<file path="src/rtl/bin2qdi_e1of2_bus_if.sv">
// rtl/bin2qdi_e1of2_bus_if.sv - binary word input handshake and shared-enable e1of2 rail bundle
interface bin2qdi_e1of2_bus_if #(
    parameter int WIDTH = 8
);
    logic [WIDTH-1:0]   din;
    logic               din_valid;
    logic               din_ready;
    logic [2*WIDTH-1:0] R;
    logic               Re;

    modport slave (
        input  din,
        input  din_valid,
        input  Re,
        output din_ready,
        output R
    );

    modport master (
        output din,
        output din_valid,
        output Re,
        input  din_ready,
        input  R
    );
endinterface

</file>
<file path="src/rtl/bin2qdi_e1of2_bus.sv">
// rtl/bin2qdi_e1of2_bus.sv - buffered clocked bridge from binary words to WIDTH e1of2 pairs with one shared enable
// Optional watchdog/protocol checks build only with BIN2QDI_CHECK_EN; otherwise err is tied to 2'b00.
module bin2qdi_e1of2_bus #(
    parameter int WIDTH       = 8,
    parameter int DEPTH       = 4,
    parameter int SYNC_STAGES = 2,
    parameter int TIMEOUT     = 1024
) (
    input  logic                   CLK,
    input  logic                   RESET,
    bin2qdi_e1of2_bus_if.slave     bus,
    output logic [$clog2(DEPTH):0] count,
    output logic                   busy,
    output logic [1:0]             err
);
    localparam int AW = $clog2(DEPTH);

    if (DEPTH < 2 || (DEPTH & (DEPTH - 1)) != 0 || SYNC_STAGES < 2 || TIMEOUT < 1) begin : g_bad_param
        $error("bin2qdi_e1of2_bus: illegal parameter set");
    end

    typedef enum logic [1:0] {
        WAIT_EN = 2'd0,
        IDLE    = 2'd1,
        DRIVE   = 2'd2
    } state_t;

    state_t                 state;
    logic [SYNC_STAGES-1:0] re_sync;
    logic                   re_s;
    logic [WIDTH-1:0]       mem [DEPTH];
    logic [AW-1:0]          wr_ptr;
    logic [AW-1:0]          rd_ptr;
    logic [2*WIDTH-1:0]     r_q;
    logic                   full;
    logic                   empty;
    logic                   wr;
    logic                   pop;

    function automatic logic [2*WIDTH-1:0] encode(input logic [WIDTH-1:0] d);
        logic [2*WIDTH-1:0] r;
        r = '0;
        for (int i = 0; i < WIDTH; i++) begin
            r[2*i+1] = d[i];
            r[2*i]   = ~d[i];
        end
        return r;
    endfunction

    assign re_s          = re_sync[SYNC_STAGES-1];
    assign full          = (count == (AW+1)'(DEPTH));
    assign empty         = (count == '0);
    assign bus.din_ready = !full && !RESET;
    assign wr            = bus.din_valid && bus.din_ready;
    // Pop only from IDLE, so a freshly written word always spends a cycle in the FIFO.
    assign pop           = (state == IDLE) && re_s && !empty;
    assign bus.R         = r_q;
    assign busy          = !empty || (state != IDLE);

    always_ff @(posedge CLK or posedge RESET) begin
        if (RESET) begin
            re_sync <= '0;
        end else begin
            re_sync <= {re_sync[SYNC_STAGES-2:0], bus.Re};
        end
    end

    always_ff @(posedge CLK) begin
        if (wr) begin
            mem[wr_ptr] <= bus.din;
        end
    end

    always_ff @(posedge CLK or posedge RESET) begin
        if (RESET) begin
            wr_ptr <= '0;
            rd_ptr <= '0;
            count  <= '0;
        end else begin
            if (wr) begin
                wr_ptr <= wr_ptr + 1'b1;
            end
            if (pop) begin
                rd_ptr <= rd_ptr + 1'b1;
            end
            case ({wr, pop})
                2'b10:   count <= count + 1'b1;
                2'b01:   count <= count - 1'b1;
                default: count <= count;
            endcase
        end
    end

    // Rails are a single register so every pair moves on the same edge.
    always_ff @(posedge CLK or posedge RESET) begin
        if (RESET) begin
            state <= WAIT_EN;
            r_q   <= '0;
        end else begin
            case (state)
                WAIT_EN: begin
                    if (re_s) begin
                        state <= IDLE;
                    end
                end
                IDLE: begin
                    if (!re_s) begin
                        state <= WAIT_EN;
                    end else if (!empty) begin
                        r_q   <= encode(mem[rd_ptr]);
                        state <= DRIVE;
                    end
                end
                DRIVE: begin
                    if (!re_s) begin
                        r_q   <= '0;
                        state <= WAIT_EN;
                    end
                end
                default: begin
                    r_q   <= '0;
                    state <= WAIT_EN;
                end
            endcase
        end
    end

`ifdef BIN2QDI_CHECK_EN
    localparam int WDW = $clog2(TIMEOUT + 1) + 1;

    logic [WDW-1:0] wd_cnt;
    logic [1:0]     err_q;

    // Watchdog counts consecutive cycles away from IDLE; saturates at TIMEOUT.
    always_ff @(posedge CLK or posedge RESET) begin
        if (RESET) begin
            wd_cnt <= '0;
            err_q  <= 2'b00;
        end else begin
            if (state == IDLE) begin
                wd_cnt <= '0;
            end else if (wd_cnt != WDW'(TIMEOUT)) begin
                wd_cnt <= wd_cnt + 1'b1;
            end else if (!err_q[0]) begin
                err_q[0] <= 1'b1;
                $display("bin2qdi_e1of2_bus: handshake watchdog expired at %t", $time);
            end
            if (state == IDLE && !re_s && !err_q[1]) begin
                err_q[1] <= 1'b1;
                $display("bin2qdi_e1of2_bus: enable withdrawn in IDLE at %t", $time);
            end
        end
    end

    assign err = err_q;
`else
    assign err = 2'b00;
`endif

endmodule

</file>
<file path="src/flat_wrapper.sv">
// flat-port wrapper written by rule: the top's interface ports become plain ports
module bin2qdi_e1of2_bus_flat 
#(
    parameter int WIDTH       = 8,
    parameter int DEPTH       = 4,
    parameter int SYNC_STAGES = 2,
    parameter int TIMEOUT     = 1024
)
  (CLK, RESET, count, busy, err, bus_din, bus_din_valid, bus_Re, bus_din_ready, bus_R);
  bin2qdi_e1of2_bus_if #(.WIDTH(WIDTH)) bus_i ();
  input  logic CLK;
  input  logic RESET;
  output logic [$clog2(DEPTH):0] count;
  output logic busy;
  output logic [1:0] err;
  input wire logic [$bits(bus_i.din)-1:0] bus_din;
  input wire logic [$bits(bus_i.din_valid)-1:0] bus_din_valid;
  input wire logic [$bits(bus_i.Re)-1:0] bus_Re;
  output wire logic [$bits(bus_i.din_ready)-1:0] bus_din_ready;
  output wire logic [$bits(bus_i.R)-1:0] bus_R;
  assign bus_i.din = bus_din;
  assign bus_i.din_valid = bus_din_valid;
  assign bus_i.Re = bus_Re;
  assign bus_din_ready = bus_i.din_ready;
  assign bus_R = bus_i.R;
  bin2qdi_e1of2_bus #(.WIDTH(WIDTH), .DEPTH(DEPTH), .SYNC_STAGES(SYNC_STAGES), .TIMEOUT(TIMEOUT)) u_core (.CLK(CLK), .RESET(RESET), .bus(bus_i), .count(count), .busy(busy), .err(err));
endmodule
</file>
<file path="config.mk">
export PLATFORM = sky130hd
export DESIGN_NAME = bin2qdi_e1of2_bus_flat
export DESIGN_NICKNAME = d
export VERILOG_FILES = /design/src/rtl/bin2qdi_e1of2_bus_if.sv /design/src/rtl/bin2qdi_e1of2_bus.sv /design/src/flat_wrapper.sv
export SDC_FILE = /design/constraint.sdc
export NUM_CORES = 1
export LEC_CHECK = 0
export ABC_AREA = 1
export CORE_MARGIN = 2
export CORE_UTILIZATION = 30
export DETAILED_ROUTE_END_ITERATION = 8
export SYNTH_ARGS = -nofsm -noshare
export SYNTH_HDL_FRONTEND = slang
export SYNTH_SLANG_ARGS = --single-unit
</file>
<file path="constraint.sdc">
create_clock -name CLK -period 4 [get_ports CLK]
set_input_delay 0.8 -clock CLK [delete_from_list [all_inputs] [get_ports CLK]]
set_output_delay 0.8 -clock CLK [all_outputs]
set_load 0.01 [all_outputs]
</file>
==> results.py, run 1 <==
metrics = {
    "setup_path": {
        "critPathLaunchType": "primary input",
        "crit_fanout": 2,
        "r2r-start": "u_core.state[1]",
        "endpoint_kind": "output pin",
        "r2r_slack_ns": 1.97,
        "critPathKind": "in -> out",
        "cp_data_arrival_time_ns": 1.89,
        "reg2reg_depth": 9,
        "timing.rr.end": "u_core.count[2]",
        "cp_data_required_time_ns": 3.20,
    },
    "yosys": {
        "postSynthCellCount": 305,
        "ys_ff_latch": 59,
        "netlist.area_leader.share_pct": 34.8,
        "synth_seq_area_share_pct": 59.3,
        "synth_cell_types": 24,
        "syn_avg_cell_area_um2": 9.04,
        "synth_edf_count": 32,
        "yosys.cell_count.top_type": "nand2_1",
        "async_flop_share_pct": 45.8,
        "ys_top_cells_by_area": "edfxtp_1 (35%), dfrtp_1 (25%), nand2_1 (20%), nand3_1 (4.9%), inv_1 (4.1%)",
        "synth_top_cell_by_area": "edfxtp_1",
        "yosys_warnings": 0,
        "ys.flop_type": "edfxtp_1",
        "netlist_area_mm2": 0.00276,
        "ys_top_cells_by_count": "nand2_1 (145), edfxtp_1 (32), inv_1 (30)",
    },
    "power_and_ir_drop": {
        "swShare_pct": 34.7,
        "p_seq_share_pct": 39.4,
        "clockPowerShare_pct": 27.6,
        "power_frac_comb_pct": 33.0,
        "switchingPower_uw": 812,
        "power_density_mw_per_mm2": 694,
        "internal_power_uw": 1520,
        "p_leak_uw": 0.00160,
        "ir_drop_v": 0.000201,
    },
    "grt": {
        "overflow": 0,
        "grtUsageTotal_pct": 11.8,
        "grt_max_degree": 30,
        "grt_pass1_vias": 1884,
        "grt_pass1_wl_mm": 9.22,
        "antenna_found_initial": 0,
    },
    "placement": {
        "dp_hpwl_mm": 3.85,
        "routabilityCongestion": 0.760,
        "place_area_mm2": 0.00314,
        "port-buffer-count": 32,
    },
    "clock_tree": {
        "cts_resized": 0,
        "cts_root_buf": "clkbuf_8",
        "cts_sinks": 59,
        "cts_hold_buf": 0,
        "cts.reportedPaths.clkPinSlew_ns": 0.06,
        "ctsLongestPathBuffers": 2,
        "cts_tree": "yes",
        "htreeDepth": 3,
        "cts_setup_buffers": 0,
        "clock_latency_ns": 0.34,
        "cts_buffers": 9,
    },
    "floorplanning": {
        "die_y_um": 99.9,
        "ios": 35,
        "coreArea_mm2": 0.00881,
        "die_w_um": 99.9,
        "start_util_pct": 31.3,
        "die-area_mm2": 0.00998,
        "rows": 34,
    },
    "layout": {
        "stdcell_area_mm2": 0.00337,
        "final_net_count": 356,
        "nFillCells": 876,
        "area_growth_pct": 22.1,
        "final_layout_size_suffix_gt1_share_pct": 7.00,
        "diodes": 0,
    },
    "detailed_routing": {
        "wl_mm": 5.24,
        "firstDrtPassIters": 4,
        "drt_iter0_drc": 77,
        "ant_nets": 0,
        "vias": 1923,
        "drc": 0,
        "wl_per_cell_um": 11.6,
        "vias_per_cell": 4.26,
    },
    "worst_hold_path": {
        "whs_path_depth": 0,
        "hold_path_class": "reg -> reg",
        "hp-start": "u_core.re_sync[0]",
        "holdPathEnd": "u_core.re_sync[1]",
    },
    "sta": {
        "report.final.hold_viol_count": 0,
        "rsz0062_at_grt": "false",
        "setup_viol": 0,
        "final.setup.tns_ns": 0,
        "finalCritPeriodShare_pct": 67.4,
        "slew_headroom_pct": 44.3,
        "worstMarginPinSlew_ns": 0.835,
        "final_max_slew_viol_count": 0,
        "fin_crit_ns": 2.69,
        "finClkSkew_ns": 0.00948,
        "max_clock_freq_ghz": 0.371,
    },
    "job": {
        "cap_violations": 0,
    },
    "status": {
        "status": "finished, final reports clean",
    },
}
-- cells in the final DEF, fill, tap and decap left out, drive strengths merged, types with 3 or more instances in the layout --
| master | Yosys | final |
|---|---|---|
| clkdlybuf4s50 | 0 | 32 |
| bufinv | 0 | 3 |
| nand2 | 147 | 147 |
| clkinv | 0 | 3 |
| nor2 | 10 | 10 |
| clkbuf | 0 | 10 |
| ha | 5 | 5 |
| dfrtp | 27 | 27 |
| inv | 33 | 33 |
| edfxtp | 32 | 32 |
| nand3 | 27 | 27 |
-- registers in the layout, summed over array words and instances, names as in the netlist --
| register | cells |
|---|---|
| u_core.re_sync | 2 |
| u_core.count | 3 |
| u_core.state | 2 |
| u_core.rd_ptr | 2 |
| u_core.mem | 32 |
| u_core.wr_ptr | 2 |
| u_core.bus.R | 16 |
-- per-stage QoR --
step,hold slack (ns),utilization [%],power (uW),worst slack [ns],instances
after detailed placement,0.337,35.6,1710,1.31,435
after global placement,0.333,35.6,1690,1.32,435
after floorplan,0.331,-,1460,1.29,306
after CTS,0.352,38.2,2360,1.30,451
final,0.350,38.2,2340,1.31,451
after global routing,0.353,38.2,2520,1.27,451
-- final cells by class --
class                      count  area [um^2]  area share [%]
clock buffer                  10          128            3.79
multi-input combinational    202          913            27.1
clock inverter                 6          104            3.08
tap                          108          135            4.01
sequential                    59         1640            48.6
timing repair buffer          33          328            9.73
inverter                      33          124            3.68
-- how the worst max path moves through the flow --
stage	startpoint	to	depth (start not counted)
after global routing	RESET	bus_din_ready	3
after CTS	RESET	bus_din_ready	3
after floorplan	RESET	u_core.count[1]	6
after global placement	RESET	bus_din_ready	3
final	RESET	bus_din_ready	3
after detailed placement	RESET	bus_din_ready	3
-- layer usage --
metal  share of wire (%)  GRT usage [%]  vias up
li1                    -              -     1010
met5                   0              0        -
met1                  51           15.9      867
met2                  42           17.3       35
met3                 4.1           2.86       11
met4                 2.9           7.27        0
-- worst max-delay path, stage by stage --
cell	delay, ns
clkdlybuf4s50_1	0.42
a21oi_1	0.12
clkdlybuf4s50_1	0.55
-- power groups by stage --
stage	Clock (uW)	Sequential [uW]	Combinational, uW
2_1_floorplan	0	894	563
3_3_place_gp	0	928	762
3_5_place_dp	0	936	778
4_1_cts	653	925	781
5_1_grt	680	949	891
6_report	645	921	770
-- cells by family (layout without fill, tap and decap cells) --
logic type	count (synthesis)	count (layout)	synth area share [%]
compound gates	3	3	0.544
xor+xnor	3	3	0.953
fa+ha+maj	6	6	2.99
buf+inv	45	82	7.67
flops	59	59	59.3
other cells	1	2	0.136
simple gates	188	188	28.4
(Power assumes the default switching activity.)
==> inputs of run 2 (changes only) <==
clock period = 2.25 ns   (was 4 ns; I/O delays follow)
==> results.py, run 2 (same netlist as run 1, synthesis figures left out) <==
metrics = {
    "status": {
        "status": "finished, final reports clean",
    },
    "sta": {
        "finalCritPeriodShare_pct": 90.8,
        "setup_viol": 0,
        "fin_crit_ns": 2.04,
        "rsz0062_at_grt": "false",
        "final.setup.tns_ns": 0,
        "max_clock_freq_ghz": 0.490,
        "report.final.hold_viol_count": 0,
        "final_max_slew_viol_count": 0,
        "finClkSkew_ns": 0.00548,
    },
    "clock_tree": {
        "cts_root_buf": "clkbuf_8",
        "cts_tree": "yes",
        "cts_hold_buf": 0,
        "cts_resized": 0,
        "cts.reportedPaths.clkPinSlew_ns": 0.06,
        "ctsLongestPathBuffers": 2,
        "htreeDepth": 3,
        "cts_buffers": 9,
        "cts_setup_buffers": 0,
        "cts_sinks": 59,
        "clock_latency_ns": 0.34,
    },
    "worst_hold_path": {
        "holdPathEnd": "u_core.re_sync[1]",
        "hp-start": "u_core.re_sync[0]",
        "hold_path_class": "reg -> reg",
        "whs_path_depth": 0,
    },
    "grt": {
        "grt_max_degree": 30,
        "grt_pass1_wl_mm": 9.08,
        "overflow": 0,
        "antenna_found_initial": 0,
        "grt_pass1_vias": 1940,
        "grtUsageTotal_pct": 11.7,
    },
    "floorplanning": {
        "die_y_um": 99.9,
        "ios": 35,
        "die_w_um": 99.9,
        "die-area_mm2": 0.00998,
        "rows": 34,
        "start_util_pct": 31.3,
        "coreArea_mm2": 0.00881,
    },
    "power_and_ir_drop": {
        "internal_power_uw": 2470,
        "p_seq_share_pct": 39.1,
        "power_frac_comb_pct": 39.3,
        "ir_drop_v": 0.000340,
        "switchingPower_uw": 1450,
        "p_leak_uw": 0.00160,
        "clockPowerShare_pct": 21.6,
        "power_density_mw_per_mm2": 1160,
        "swShare_pct": 36.9,
    },
    "setup_path": {
        "crit_fanout": 4,
        "critPathKind": "reg -> out",
        "r2r_slack_ns": 0.23,
        "timing.rr.end": "u_core.count[2]",
        "cp_data_arrival_time_ns": 1.59,
        "r2r-start": "u_core.count[1]",
        "reg2reg_depth": 10,
        "cp_data_required_time_ns": 1.80,
        "endpoint_kind": "output pin",
        "critPathLaunchType": "flip-flop",
    },
    "layout": {
        "final_util_pct": 38.3,
        "final_cell_mix": "nand2_1 (145), clkdlybuf4s50_1 (32), edfxtp_1 (32)",
        "nFillCells": 868,
        "area_growth_pct": 22.2,
        "largest_reg_flops": 32,
        "final_net_count": 363,
        "regMostFlops": "u_core.mem",
        "final_layout_size_suffix_gt1_share_pct": 9.14,
        "diodes": 0,
        "stdcell_area_mm2": 0.00337,
        "final_common_cell": "nand2_1",
    },
    "detailed_routing": {
        "vias": 1960,
        "ant_nets": 0,
        "drc": 0,
        "wl_per_cell_um": 11.6,
        "vias_per_cell": 4.28,
        "wl_mm": 5.33,
        "drt_iter0_drc": 86,
        "firstDrtPassIters": 4,
    },
    "placement": {
        "dp_hpwl_mm": 3.76,
        "place_area_mm2": 0.00320,
        "port-buffer-count": 32,
        "routabilityCongestion": 0.764,
    },
    "job": {
        "cap_violations": 0,
    },
}
run 2: power groups by stage:
stage	Sequential [uW]	Combinational [uW]	Clock, uW
after floorplan	1590	1000	0
after global placement	1550	1530	0
after detailed placement	1560	1560	0
after CTS	1540	1560	875
after global routing	1570	1770	908
final	1530	1540	847
run 2: critical path, cell delays in order, from the launching register on:
cell and delay [ns]:
dfrtp_1 0.42, nor2_2 0.18, nand3_1 0.15, clkdlybuf4s50_1 0.51
run 2: through the flow:
stage               hold slack, ns  worst slack [ns]  std cells  power, uW
finish                       0.362             0.207        458       3920
global route                 0.366            0.0471        458       4240
CTS                          0.366             0.188        458       3970
detailed placement           0.348            0.0317        442       3110
global placement             0.334            0.0598        442       3080
floorplan                    0.331            0.0809        306       2590
run 2: layer usage:
| metal | vias up | share of wire [%] | wire [um] | GRT usage (%) |
|---|---|---|---|---|
| li1 | 1023 | - | - | - |
| met1 | 891 | 49 | 2600 | 15.8 |
| met2 | 39 | 44 | 2360 | 17.4 |
| met3 | 7 | 4.7 | 248 | 2.16 |
| met4 | 0 | 2.1 | 114 | 7.59 |
| met5 | - | 0 | 0 | 0 |
run 2: worst max path at each step:
stage                     cells after the start               to            start
after floorplan                               8  u_core.count[2]            RESET
after global placement                        9  u_core.count[2]            RESET
after detailed placement                      9  u_core.count[2]            RESET
after CTS                                     3             busy  u_core.count[1]
after global routing                         11  u_core.count[2]  u_core.count[2]
final                                         3             busy  u_core.count[1]
run 2: layout make-up:
class / instances / area, um^2 / area share, %
Clock buffer: 13 / 159 / 4.71
Clock inverter: 3 / 13.8 / 0.408
Sequential cell: 59 / 1640 / 48.6
Multi-Input combinational cell: 202 / 918 / 27.2
Tap cell: 108 / 135 / 4.01
Timing Repair Buffer: 40 / 380 / 11.3
Inverter: 33 / 128 / 3.79
==> inputs of run 3 (changes only) <==
ABC_CLOCK_PERIOD_IN_PS = 2250   (was default)
CAP_MARGIN = 30   (was default)
PLACE_DENSITY_LB_ADDON = 0.12   (was default)
==> results.py, run 3 (same netlist as run 1, synthesis figures left out) <==
metrics = {
    "sta": {
        "fin_crit_ns": 2.06,
        "slew_headroom_pct": 66.2,
        "rsz0062_at_grt": "false",
        "max_clock_freq_ghz": 0.485,
        "setup_viol": 0,
        "final.setup.tns_ns": 0,
        "whs_ns": 0.355,
        "final_max_slew_viol_count": 0,
        "worstMarginPinSlew_ns": 0.506,
        "finClkSkew_ns": 0.00947,
        "report.final.hold_viol_count": 0,
        "setup_ws_ns": 0.186,
        "finalCritPeriodShare_pct": 91.7,
    },
    "placement": {
        "routabilityCongestion": 0.704,
        "pre_cts_slack_ns": 0.0181,
        "dp_hpwl_mm": 3.77,
        "port-buffer-count": 32,
    },
    "layout": {
        "diodes": 0,
        "final_layout_size_suffix_gt1_share_pct": 9.43,
        "final_cell_mix": "nand2_1 (145), clkdlybuf4s50_1 (32), edfxtp_1 (32)",
        "regMostFlops": "u_core.mem",
        "final_common_cell": "nand2_1",
        "area_growth_pct": 24.6,
        "largest_reg_flops": 32,
        "final_net_count": 363,
    },
    "grt": {
        "grtUsageTotal_pct": 12.3,
        "grt_max_degree": 30,
        "overflow": 0,
        "antenna_found_initial": 0,
        "grt_pass1_wl_mm": 9.06,
        "grt_pass1_vias": 1719,
    },
    "clock_tree": {
        "htreeDepth": 3,
        "cts_tree": "yes",
        "cts_root_buf": "clkbuf_8",
        "ctsLongestPathBuffers": 2,
        "cts_buffers": 9,
        "cts.reportedPaths.clkPinSlew_ns": 0.07,
        "cts_setup_buffers": 0,
        "clock_latency_ns": 0.33,
        "cts_resized": 0,
        "cts_hold_buf": 0,
        "cts_sinks": 59,
    },
    "detailed_routing": {
        "firstDrtPassIters": 4,
        "wl_mm": 5.56,
        "vias_per_cell": 4.27,
        "drc": 0,
        "wl_per_cell_um": 12.1,
        "ant_nets": 0,
        "drt_iter0_drc": 68,
        "vias": 1956,
    },
    "setup_path": {
        "cp_data_arrival_time_ns": 1.61,
        "critPathLaunchType": "flip-flop",
        "crit_fanout": 4,
        "timing.rr.end": "u_core.count[2]",
        "r2r_slack_ns": 0.23,
        "crit_path_max_incr_delay_ns": 0.51,
        "reg2reg_depth": 10,
        "endpoint_kind": "output pin",
        "r2r-start": "u_core.count[2]",
        "crit_slowest_cell": "clkdlybuf4s50_1",
        "cp_data_required_time_ns": 1.80,
        "path_cells": "nor2_2, nand3_1, clkdlybuf4s50_1",
        "critPathKind": "reg -> out",
    },
    "power_and_ir_drop": {
        "power_uw": 4230,
        "ir_drop_v": 0.000351,
        "power_density_mw_per_mm2": 1230,
        "p_leak_uw": 0.00163,
    },
    "floorplanning": {
        "die-area_mm2": 0.00998,
        "start_util_pct": 31.3,
        "die_y_um": 99.9,
        "die_w_um": 99.9,
        "rows": 34,
        "coreArea_mm2": 0.00881,
        "ios": 35,
    },
    "worst_hold_path": {
        "hp-start": "u_core.re_sync[0]",
        "hold_path_class": "reg -> reg",
        "holdPathEnd": "u_core.re_sync[1]",
        "whs_path_depth": 0,
    },
    "job": {
        "cap_violations": 0,
    },
    "status": {
        "status": "finished, final reports clean",
    },
}
[run 3: critical path, delay by kind of cell, from the launching register on]
kind                   cells  cell delay, ns
buffers and inverters      1            0.51
DFF                        1            0.43
and+or+nand+nor            2            0.35
[run 3: cell type report]
class                           instances  area [um^2]
Clock buffer                           13          170
Sequential cell                        59         1640
Timing Repair Buffer                   40          380
Multi-Input combinational cell        202          918
Clock inverter                          3         67.6
Inverter                               33          128
Fill cell                             904         5370
Tap cell                              108          135
[run 3: worst max path at each step]
stage                    start              end  slack [ns]  cells past startpoint
2_1_floorplan            RESET  u_core.count[2]        0.08                      8
3_3_place_gp             RESET  u_core.count[2]        0.05                      9
3_5_place_dp             RESET  u_core.count[2]        0.02                      9
4_1_cts        u_core.count[1]             busy        0.16                      3
5_1_grt        u_core.count[1]  u_core.count[2]        0.05                     10
6_report       u_core.count[1]             busy        0.19                      3
[run 3: metrics by stage]
step                      instance area, um^2  std cells  util (%)
after CTS                                3440        458      39.0
final                                    3440        458      39.0
after floorplan                          2770        306         -
after detailed placement                 3200        442      36.3
after global placement                   3200        442      36.3
after global routing                     3440        458      39.0
[run 3: report_power, final]
group / leakage, uW / switching, uW / internal (uW) / total (uW)
logic: 0.000874 / 939 / 634 / 1570
clock network: 0.000115 / 409 / 722 / 1130
registers: 0.000639 / 144 / 1380 / 1530
total: 0.00163 / 1490 / 2740 / 4230
[run 3: metal layers]
layer / up-vias / routed length [um] / share of wire [%] / GRT usage, %
met4: 0 / 77 / 1.4 / 6.01
li1: 1026 / - / - / -
met5: - / 0 / 0 / 0
met1: 881 / 2780 / 50 / 17.1
met2: 43 / 2460 / 44 / 17.4
met3: 6 / 252 / 4.5 / 3.76
